## config.mk

```make
export PLATFORM = sky130hd
export DESIGN_NAME = swc_prog
export DESIGN_NICKNAME = d
export VERILOG_FILES = /design/src/rtl/swc_prog.sv
export SDC_FILE = /design/constraint.sdc
export NUM_CORES = 1
export LEC_CHECK = 0
export CAP_MARGIN = 20
export CELL_PAD_IN_SITES_DETAIL_PLACEMENT = 0
export CELL_PAD_IN_SITES_GLOBAL_PLACEMENT = 1
export CORE_MARGIN = 3
export CORE_UTILIZATION = 40
export DETAILED_ROUTE_END_ITERATION = 6
export GPL_ROUTABILITY_DRIVEN = 0
export PLACE_DENSITY_LB_ADDON = 0.1
export SLEW_MARGIN = 25
export SYNTH_ARGS = -nofsm -noshare
export SYNTH_HDL_FRONTEND = slang
export SYNTH_SLANG_ARGS = --single-unit
```

## constraint.sdc

```tcl
create_clock -name clock -period 5.3 [get_ports clock]
set_clock_uncertainty 0.1 [all_clocks]
set_input_delay 0.795 -clock clock [delete_from_list [all_inputs] [get_ports clock]]
set_output_delay 0.795 -clock clock [all_outputs]
set_load 0.01 [all_outputs]
```

## src/rtl/swc_prog.sv

```systemverilog
// Programmable stopwatch/counter core: byte-loadable W-bit counter with single steps,
// prescaled continuous up/down counting, optional wrap-around and a sticky error state.
module swc_prog #(
  parameter int BYTES = 3
) (
  input  logic                 clock,
  input  logic                 reset,
  input  logic [11:0]          inst,
  input  logic                 inst_wen,
  output logic [8*BYTES-1:0]   counter,
  output logic                 ready,
  output logic                 zero,
  output logic                 error
);

  localparam int W = 8*BYTES;
  localparam logic [7:0] BYTES_IMM = 8'(BYTES);
  localparam logic [3:0] LAST_PTR  = 4'(BYTES-1);

  localparam logic [3:0] OP_NOP = 4'h0;
  localparam logic [3:0] OP_LDB = 4'h1;
  localparam logic [3:0] OP_SBP = 4'h2;
  localparam logic [3:0] OP_COU = 4'h3;
  localparam logic [3:0] OP_COD = 4'h4;
  localparam logic [3:0] OP_CCU = 4'h5;
  localparam logic [3:0] OP_CCD = 4'h6;
  localparam logic [3:0] OP_CCS = 4'h7;
  localparam logic [3:0] OP_PRE = 4'h8;
  localparam logic [3:0] OP_MOD = 4'h9;

  typedef enum logic [1:0] {S_IDLE, S_UP, S_DOWN, S_ERROR} state_t;

  state_t         state_q, state_d;
  logic [W-1:0]   counter_q, counter_d;
  logic [3:0]     ptr_q, ptr_d;
  logic [7:0]     pre_q, pre_d;
  logic [7:0]     pcnt_q, pcnt_d;
  logic           wrap_q, wrap_d;
  logic           zero_q, zero_d;

  logic [3:0]     opcode;
  logic [7:0]     imm;
  logic           reissue;
  logic           stepping;
  logic [W-1:0]   stepped;

  always_ff @(posedge clock or negedge reset) begin
    if (!reset) begin
      state_q   <= S_IDLE;
      counter_q <= '0;
      ptr_q     <= '0;
      pre_q     <= '0;
      pcnt_q    <= '0;
      wrap_q    <= 1'b0;
      zero_q    <= 1'b0;
    end else begin
      state_q   <= state_d;
      counter_q <= counter_d;
      ptr_q     <= ptr_d;
      pre_q     <= pre_d;
      pcnt_q    <= pcnt_d;
      wrap_q    <= wrap_d;
      zero_q    <= zero_d;
    end
  end

  always_comb begin
    state_d   = state_q;
    counter_d = counter_q;
    ptr_d     = ptr_q;
    pre_d     = pre_q;
    pcnt_d    = pcnt_q;
    wrap_d    = wrap_q;
    zero_d    = 1'b0;

    opcode = inst[11:8];
    imm    = inst[7:0];

    // A same-direction reissue lets the prescaler run on instead of interrupting it
    reissue  = inst_wen && ((state_q == S_UP   && opcode == OP_CCU) ||
                            (state_q == S_DOWN && opcode == OP_CCD));
    stepping = (state_q == S_UP || state_q == S_DOWN) && (!inst_wen || reissue);
    stepped  = (state_q == S_UP) ? counter_q + W'(1) : counter_q - W'(1);

    if (state_q != S_ERROR) begin
      if (inst_wen && !reissue) begin
        state_d = S_IDLE;
        case (opcode)
          OP_NOP: ;
          OP_LDB: begin
            counter_d[8*ptr_q +: 8] = imm;
            ptr_d = (ptr_q == LAST_PTR) ? 4'd0 : ptr_q + 4'd1;
          end
          OP_SBP: begin
            if (imm >= BYTES_IMM) state_d = S_ERROR;
            else                  ptr_d   = imm[3:0];
          end
          OP_COU: counter_d = counter_q + W'(1);
          OP_COD: counter_d = counter_q - W'(1);
          OP_CCU: begin
            state_d = S_UP;
            pcnt_d  = '0;
          end
          OP_CCD: begin
            state_d = S_DOWN;
            pcnt_d  = '0;
          end
          OP_CCS: counter_d = '0;
          OP_PRE: pre_d  = imm;
          OP_MOD: wrap_d = imm[0];
          default: state_d = S_ERROR;
        endcase
      end else if (stepping) begin
        if (pcnt_q == pre_q) begin
          counter_d = stepped;
          pcnt_d    = '0;
          if (stepped == '0) begin
            zero_d = 1'b1;
            if (!wrap_q && !reissue) state_d = S_IDLE;
          end
        end else begin
          pcnt_d = pcnt_q + 8'd1;
        end
      end
    end
  end

  assign counter = counter_q;
  assign ready   = (state_q == S_IDLE);
  assign error   = (state_q == S_ERROR);
  assign zero    = zero_q;

endmodule
```

# == Word-level counts from Yosys, hierarchy flattened ==
# Index checks and enable logic that the tools add are counted.
# op_classes
addsub,5
order_cmp,1
eq_ne,18
n_shift,2
mux,25
n_reduce_logical,28
# op_table
cell,count
two-way mux 24 bit,4
one-hot mux 24 bit (4 select lines),1
negator 7 -> 34 bit,1
"variable shift 8 x 34 -> 24 bit, first input constant",1
variable part select 8 x 34 -> 24 bit,1
two-way mux 8 bit,4
"adder 24 x 1 -> 24 bit, second input constant",1
bitwise mux 24 bit,1
logical NOT 24 bit,1
"subtractor 24 x 1 -> 24 bit, second input constant",1
"equality test 4 x 3 -> 1 bit, second input constant",4
"equality test 4 x 2 -> 1 bit, second input constant",3
two-way mux 2 bit,6
nonzero test 2 bit,5
AND reduction 3 bit,3
"adder 8 x 1 -> 8 bit, second input constant",1
"equality test 4 bit, second input constant",2
equality test 8 bit,1
">= comparator 8 x 2 -> 1 bit, second input constant",1
two-way mux 4 bit,2
one-hot mux 2 bit (4 select lines),1
one-hot mux 4 bit (2 select lines),1
AND reduction 4 bit,2
OR reduction 7 bit,1
14 further kinds,30
# totals
register_bits,48
in_bits,15
out_inout_bits,27
wordCells,86

# == Longest topological paths before layout ==
# logic_depth
word_depth,11
mapped_depth,13
depth_no_buf,10

# == Least setup slack after synthesis ==
# Ideal clock, no wire load.
# synth_timing
kind,register to register
from,"reg counter_q[0], in the netlist counter[0]"
to,"reg zero_q, in the netlist zero"
setup_ns,0.081
t_arrival_ns,3.369
required_time_ns,5.119
path_slack_ns,1.751
stages_incl_launch_ff,13
path_buffers,2
synth_period_minus_slack_ns,3.549
cell_sequence,dfrtp_1 clkbuf_1 inv_1 ha_1 or3b_2 clkbuf_1 nor4_1 xor2_1 o311ai_1 nand2_1 or4_4 or4_4 nor3_2
# synth_via
elab_chain_cells,8
word_cells_on_any_way,9
classes_between,2 x add/sub; 6 x mux; 1 x reduce/logical
# synth_lines
element,line,source
"start, declared",34,"logic [W-1:0] counter_q, counter_d;"
"start signal, assigned",58,counter_q <= counter_d;
subtractor 24 x 1 -> 24 bit or adder 24 x 1 -> 24 bit (tied branches),83,stepped = (state_q == S_UP) ? counter_q + W'(1) : counter_q - W'(1);
two-way mux 24 bit *,83,
logical NOT 24 bit *,117,if (stepped == '0) begin
two-way mux 1 bit *,117,
two-way mux 1 bit *,114,if (pcnt_q == pre_q) begin
two-way mux 1 bit *,113,end else if (stepping) begin
two-way mux 1 bit *,86,if (inst_wen && !reissue) begin
two-way mux 1 bit *,85,if (state_q != S_ERROR) begin
via zero_d,39,"logic zero_q, zero_d;"
"end signal, assigned",63,zero_q <= zero_d;
"end, declared",39,
# Mark *: on every way through the listed nets, which the timed path passes. The rest lies on a longest branch.
# A chain may end at the register's enable or synchronous reset.

# == Final worst setup path ==
# Same ends and word-level chain as after synthesis.

==> results.py <==
metrics = {
    "run_status": {
        "status": "finished clean",
    },
    "cts": {
        "cts_root_buffer": "clkbuf_16",
        "cts_setup_buffers": 0,
        "cts_buffers": 5,
        "cts_max_level": 2,
        "holdBufCountCts": 0,
        "path_clk_slew_ns": 0.08,
        "cts_tree": "yes",
        "clock_path_buffers": 2,
        "cts_resized": 0,
        "clk_latency_ns": 0.31,
        "cts_sinks": 48,
    },
    "worst_setup_path": {
        "endpoint": "zero$_DFF_PN0_",
        "crit_path_max_fanout": 14,
        "startpoint": "counter[0]$_DFFE_PN0P_",
        "r2r_end": "zero$_DFF_PN0_",
        "reg2regPathDepth": 9,
        "r2r_start": "counter[0]$_DFFE_PN0P_",
        "crit_path_start_kind": "register",
        "cp.required_ns": 5.44,
        "arrival_ns": 4.22,
        "rrSetupSlack_ns": 1.21,
        "criticalPathCategory": "reg2reg",
        "cp-end-kind": "register",
    },
    "pwr": {
        "ir_drop_v": 0.000248,
        "p_per_area_nw_per_um2": 479,
        "leakagePower_nw": 1.96,
        "total_power_mw": 2.58,
    },
    "timing": {
        "worst_slack_ns": 1.21,
        "slew_headroom_pct": 23.7,
        "worst_pin_slew_ns": 1.13,
        "fin_crit_sh_pct": 77.1,
        "max_freq_mhz": 245,
        "period_needed_ns": 4.09,
        "rsz0062_at_grt": "no",
        "fin_setup_tns_ns": 0,
        "hold_viol_final": 0,
        "drv_slew": 0,
        "setup_viol": 0,
    },
    "yosys": {
        "avgSynthCellArea_um2": 7.75,
        "synth.largest_area_cell": "dfrtp_1",
        "syn_area_um2": 4750,
        "synth-warning-count": 0,
        "postSynthCellCount": 612,
        "synth_most_common_cell": "nand2_1",
        "synthFlopType": "dfrtp_1",
        "synth_edf_count": 0,
        "synth_area_leaders": "dfrtp_1 25%, xnor2_1 5.7%, o21ai_0 4.4%, nand2_1 4.4%, a21oi_1 3.8%",
        "synth_seq_cells": 48,
        "yosysTopAreaCellShare_pct": 25.3,
        "yosysUniqueCellTypes": 70,
        "synth-seq-area-share_pct": 25.3,
        "synthArstFlopShare_pct": 100,
        "synth_nets": 638,
        "synth_common_cells": "55 x nand2_1, 48 x dfrtp_1, 45 x nor2_1",
    },
    "placement": {
        "dpl.hpwl_um": 10900,
        "port-buffer-count": 41,
        "place_ws_ns": 1.23,
        "dp.cells": 756,
    },
    "floorplan": {
        "dieArea_um2": 13200,
        "die_w_um": 115,
        "fp.dieH_um": 115,
        "core_um2": 11500,
        "row_count": 39,
        "start_util_pct": 41.2,
        "ios": 42,
    },
    "detailed_routing": {
        "antenna_left": 0,
        "wl_per_cell_um": 21.1,
        "vias": 4907,
        "dr.pass1.iters": 5,
        "drt-total-wl_um": 16100,
        "dr.first_iter.drc_count": 416,
        "vias_per_cell": 6.42,
        "drc_errors": 0,
    },
    "global_route": {
        "grt_max_degree": 49,
        "track_usage_pct": 24.5,
        "grt_pass1_wl_um": 25500,
        "antenna_found_initial": 0,
        "grt_pass1_vias": 4676,
        "grt_overflow": 0,
    },
    "final_layout": {
        "antenna_cells": 0,
        "area_growth_pct": 13.6,
        "drive_above_1_share_pct": 9.82,
        "layoutNonFillerInstCount": 764,
        "fin_util_pct": 46.8,
        "nNetsFinal": 646,
        "fillCellCount": 1145,
    },
    "job": {
        "cap_viol_max_count": 0,
    },
    "worst_hold_path": {
        "hp-class": "reg2reg",
    },
}
where the power goes:
group          internal, mW  leakage [nW]  switching, mW
clock network         0.273        0.0944          0.165
logic                 0.626          1.27          0.659
registers             0.490         0.599          0.368
stage by stage:
stage	hold WS [ns]	instance area, um2
CTS	0.420	5390
floorplan	0.380	4750
detailed placement	0.403	5200
finish	0.416	5390
global route	0.450	5390
global placement	0.400	5200
cell families (layout without fill, tap and decap cells):
| kind of cell | after synthesis | count (layout) | synth area share [%] |
|---|---|---|---|
| fa+ha+maj | 11 | 11 | 2.90 |
| simple gates | 245 | 245 | 27.7 |
| flops | 48 | 48 | 25.3 |
| xor+xnor | 41 | 41 | 7.57 |
| buf+inv | 71 | 80 | 6.59 |
| mux | 22 | 22 | 5.04 |
| compound gates | 174 | 174 | 24.9 |
flip-flops by register name (all words and copies together) (netlist names):
signal and count:
counter 24, pcnt_q 8, pre_q 8, ptr_q 4, state_q 2, wrap_q 1, zero 1
cell usage in the layout (no fill, tap or decap), types with 10 or more instances in the layout:
master / Yosys / final
nand2_1: 55 / 55
dfrtp_1: 48 / 48
nor2_1: 45 / 45
o21ai_0: 42 / 41
clkdlybuf4s50_1: 0 / 40
a21oi_1: 36 / 36
xnor2_1: 31 / 31
nor3_1: 28 / 26
nand3_1: 24 / 24
inv_1: 18 / 18
nand4_1: 15 / 15
mux2_2: 15 / 15
buf_4: 2 / 13
nand2b_1: 12 / 12
nor4_1: 11 / 11
o22ai_1: 11 / 11
ha_1: 11 / 11
xor2_1: 10 / 10
a221o_1: 10 / 10
metal layers:
layer | track usage, % | vias to the layer above | routed length [um]
met5 | 0 | - | 0
met4 | 7.90 | 0 | 338
met3 | 3.47 | 26 | 940
met2 | 37.2 | 172 | 7330
met1 | 35.7 | 2401 | 7530
li1 | - | 2308 | -
critical path: stages, from the launching register on:
cell and delay (ns):
dfrtp_1 0.62, ha_1 0.40, nand4_1 0.37, nor4_2 0.79
a32oi_1 0.24, xnor2_1 0.24, nand2_1 0.08, or4_4 0.55
or4_4 0.52, nor3_2 0.11
final cells by class:
class / count / area [um2] / area share [%]
clock buffers: 5 / 125 / 2.32
clock inverters: 3 / 68.8 / 1.28
inverters: 18 / 67.6 / 1.25
multi-input cells: 493 / 3250 / 60.2
flip-flops and latches: 48 / 1200 / 22.3
well taps: 143 / 179 / 3.32
repair buffers: 54 / 503 / 9.33
worst min path at each step:
stage	startpoint	slack [ns]	cells after the start	endpoint
after global placement	wrap_q$_DFFE_PN0P_	0.40	1	wrap_q$_DFFE_PN0P_
after floorplan	wrap_q$_DFFE_PN0P_	0.38	1	wrap_q$_DFFE_PN0P_
final	wrap_q$_DFFE_PN0P_	0.42	1	wrap_q$_DFFE_PN0P_
after global routing	wrap_q$_DFFE_PN0P_	0.45	1	wrap_q$_DFFE_PN0P_
after detailed placement	wrap_q$_DFFE_PN0P_	0.40	1	wrap_q$_DFFE_PN0P_
after CTS	wrap_q$_DFFE_PN0P_	0.42	1	wrap_q$_DFFE_PN0P_
Note: power is estimated with default switching activity, not from simulation.
==> RTL edit, RTL diff (same flow settings) <==
Re-encode `state_t` (4 states) as one-hot, 4 bits wide.
--- a/src/rtl/swc_prog.sv
+++ b/src/rtl/swc_prog.sv
@@ -29,5 +29,5 @@
   localparam logic [3:0] OP_MOD = 4'h9;
 
-  typedef enum logic [1:0] {S_IDLE, S_UP, S_DOWN, S_ERROR} state_t;
+  typedef enum logic [3:0] {S_IDLE = 4'b0001, S_UP = 4'b0010, S_DOWN = 4'b0100, S_ERROR = 4'b1000} state_t;
 
   state_t         state_q, state_d;
Check against the original RTL: no difference found for any inputs over 4 cycles, from zero or initial values and one cycle with reset low; so few cycles prove little.
==> RTL edit against the unedited design <==
  * Sequential cell count up 2
  * Total power down 5.0%
  * Setup slack better by 0.12 ns
  * Cell area up 4.7%
  * Wire length up 8.4%
  * First-iteration DRC count up 43%
  * Synthesized area up 5.4%
  * Critical path type unchanged
  * Highest routed layer unchanged
==> RTL edit: results (changes against the unedited design) <==
stage	metric	value	unit	change
global_route	vias in the first global route	4838		+3.5%
route	final wirelength	17500	um	+8.4%
placement	IO Port Bufs	41		unchanged
clock_tree	Clock Tree Root	clkbuf_16		
layout	Total Nets Final	661		+2.3%
power	Lkg Pwr	1.933	nW	-1.3%
clock_tree	Num CTS Buffers	5		unchanged
logic_synthesis	post-synthesis cell type count	72		+2.9%
logic_synthesis	Synthesis Warnings	0		unchanged
placement	sum of net half-perimeters after detailed placement	12000	um	+10%
placement	Placed Instance Area	5453	um2	+4.9%
global_route	initial antenna violation count	0		unchanged
logic_synthesis	Seq/Total Area, Yosys	0.2504		-0.002660
clock_tree	CTS H-tree lvls	2		unchanged
logic_synthesis	top cells by count, synth	56 x nand2_1, 49 x dfrtp_1, 49 x nor2_1		
route	number of DRC markers in iteration 0	595		+43%
route	Via density	6.444		+0.33%
logic_synthesis	Post-synth ARST share	1.000		unchanged
layout	max FFs per register	24		unchanged
power	peak supply drop	310.1	uV	+25%
logic_synthesis	top post-synthesis cells by area	dfrtp_1 25%, xnor2_1 5.1%, o21ai_0 4.6%		
global_route	first-pass GRT wire length	27750	um	+8.8%
sta	Max-slew headroom	0.2815		+0.04444
critical_path	Arr. time, crit path	4.06	ns	-0.16 ns
power	Pint	1.274	mW	-8.3%
clock_tree	clk slew on worst S/H paths	0.08	ns	about the same
route	first drt pass iteration count	5		unchanged
global_route	largest net degree at the start of global routing	51		+4.1%
clock_tree	PostCTS Resize Cnt	0		unchanged
layout	fraction of layout cells with a size suffix above 1	0.1000		+0.001771
critical_path	Max FO, Critical Path	11		-3
status	outcome	complete, no violations		
hold_path	HP Class	flop to flop		
global_route	All-Layer GR Usage	0.2490		+0.004325
logic_synthesis	Synth Net Count	665		+4.2%
clock_tree	Skew-Pair Late Insertion Delay	0.31	ns	about the same
clock_tree	Longest Clk Path Bufs	2		unchanged
clock_tree	post-CTS setup buffers	0		unchanged
-- RTL edit: changes by cell type in the layout (fill, tap and decap cells not counted), sizes merged, moves of 5 or more --
cell / change
nand3: -7
nor4: +9
o21a: -7
o21ba: +5
o22a: +8
o31ai: +5
-- RTL edit: routing by layer --
layer | wire [um] | share of wire | track usage
met5 | 0 | 0 | 0
met4 | 420 | 0.024 | 0.09158
met3 | 1068 | 0.061 | 0.04181
met2 | 8126 | 0.46 | 0.3963
met1 | 7879 | 0.45 | 0.3399
-- RTL edit: through the flow --
| step | instances | worst slack [ns] | total power [mW] | hold WS, ns |
|---|---|---|---|---|
| after detailed placement | 799 | 1.136 | 2.070 | 0.4223 |
| after CTS | 807 | 1.409 | 2.436 | 0.4368 |
| final | 809 | 1.331 | 2.451 | 0.4272 |
| after global routing | 808 | 1.084 | 2.626 | 0.4641 |
| after global placement | 799 | 1.256 | 2.051 | 0.4067 |
| after floorplan | 643 | 2.110 | 1.652 | 0.3659 |
-- RTL edit: power by group through the flow --
stage          Combinational [mW]  Clock [mW]  Sequential (mW)
3_3_place_gp                 1.19           0            0.862
3_5_place_dp                 1.20           0            0.865
5_1_grt                      1.34       0.382            0.900
2_1_floorplan               0.992           0            0.659
4_1_cts                      1.21       0.367            0.856
6_report                     1.22       0.361            0.866
-- RTL edit: worst paths after layout --
check / cells after the start / slack, ns / endpoint / start
max in group asynchronous: 2 / 4.14 / wrap_q / reset
min in group asynchronous: 2 / 0.50 / counter[14] / reset
hold reg to reg: 1 / 0.43 / pcnt_q[7] / pcnt_q[7]
setup reg to reg: 10 / 1.33 / state_q[1] / counter[0]
setup / recovery: 10 / 1.33 / state_q[1] / counter[0]
hold / removal: 1 / 0.43 / pcnt_q[7] / pcnt_q[7]
-- RTL edit: area by class of cell --
type                       count  area [um2]
antenna                        1       2.502
clock buffer                   6       138.9
multi-input combinational    517        3486
timing repair buffer          50       480.5
inverter                      15       56.30
sequential                    50        1252
tap                          168       210.2
fill                        1249        6469
clock inverter                 2       16.27
-- RTL edit: cell families after synthesis --
logic type / after synthesis / synth area share
AND/OR/NAND/NOR: 257 / 0.2850
AO/OA/AOI/OAI: 194 / 0.2717
buffers and inverters: 76 / 0.06379
flip-flops: 50 / 0.2504
XOR/XNOR: 41 / 0.07180
multiplexers: 18 / 0.03978
adder cells (fa/ha/maj): 7 / 0.01751
-- RTL edit: critical path, stage by stage, from the launching register on --
cell and delay [ns]:
dfrtp_1 0.53, inv_1 0.16, ha_1 0.41, nor3b_2 0.61
nand2_1 0.33, nor4_1 0.51, mux2i_1 0.24, xor2_1 0.21
nand4b_1 0.25, nor4_4 0.40, nor2_1 0.09
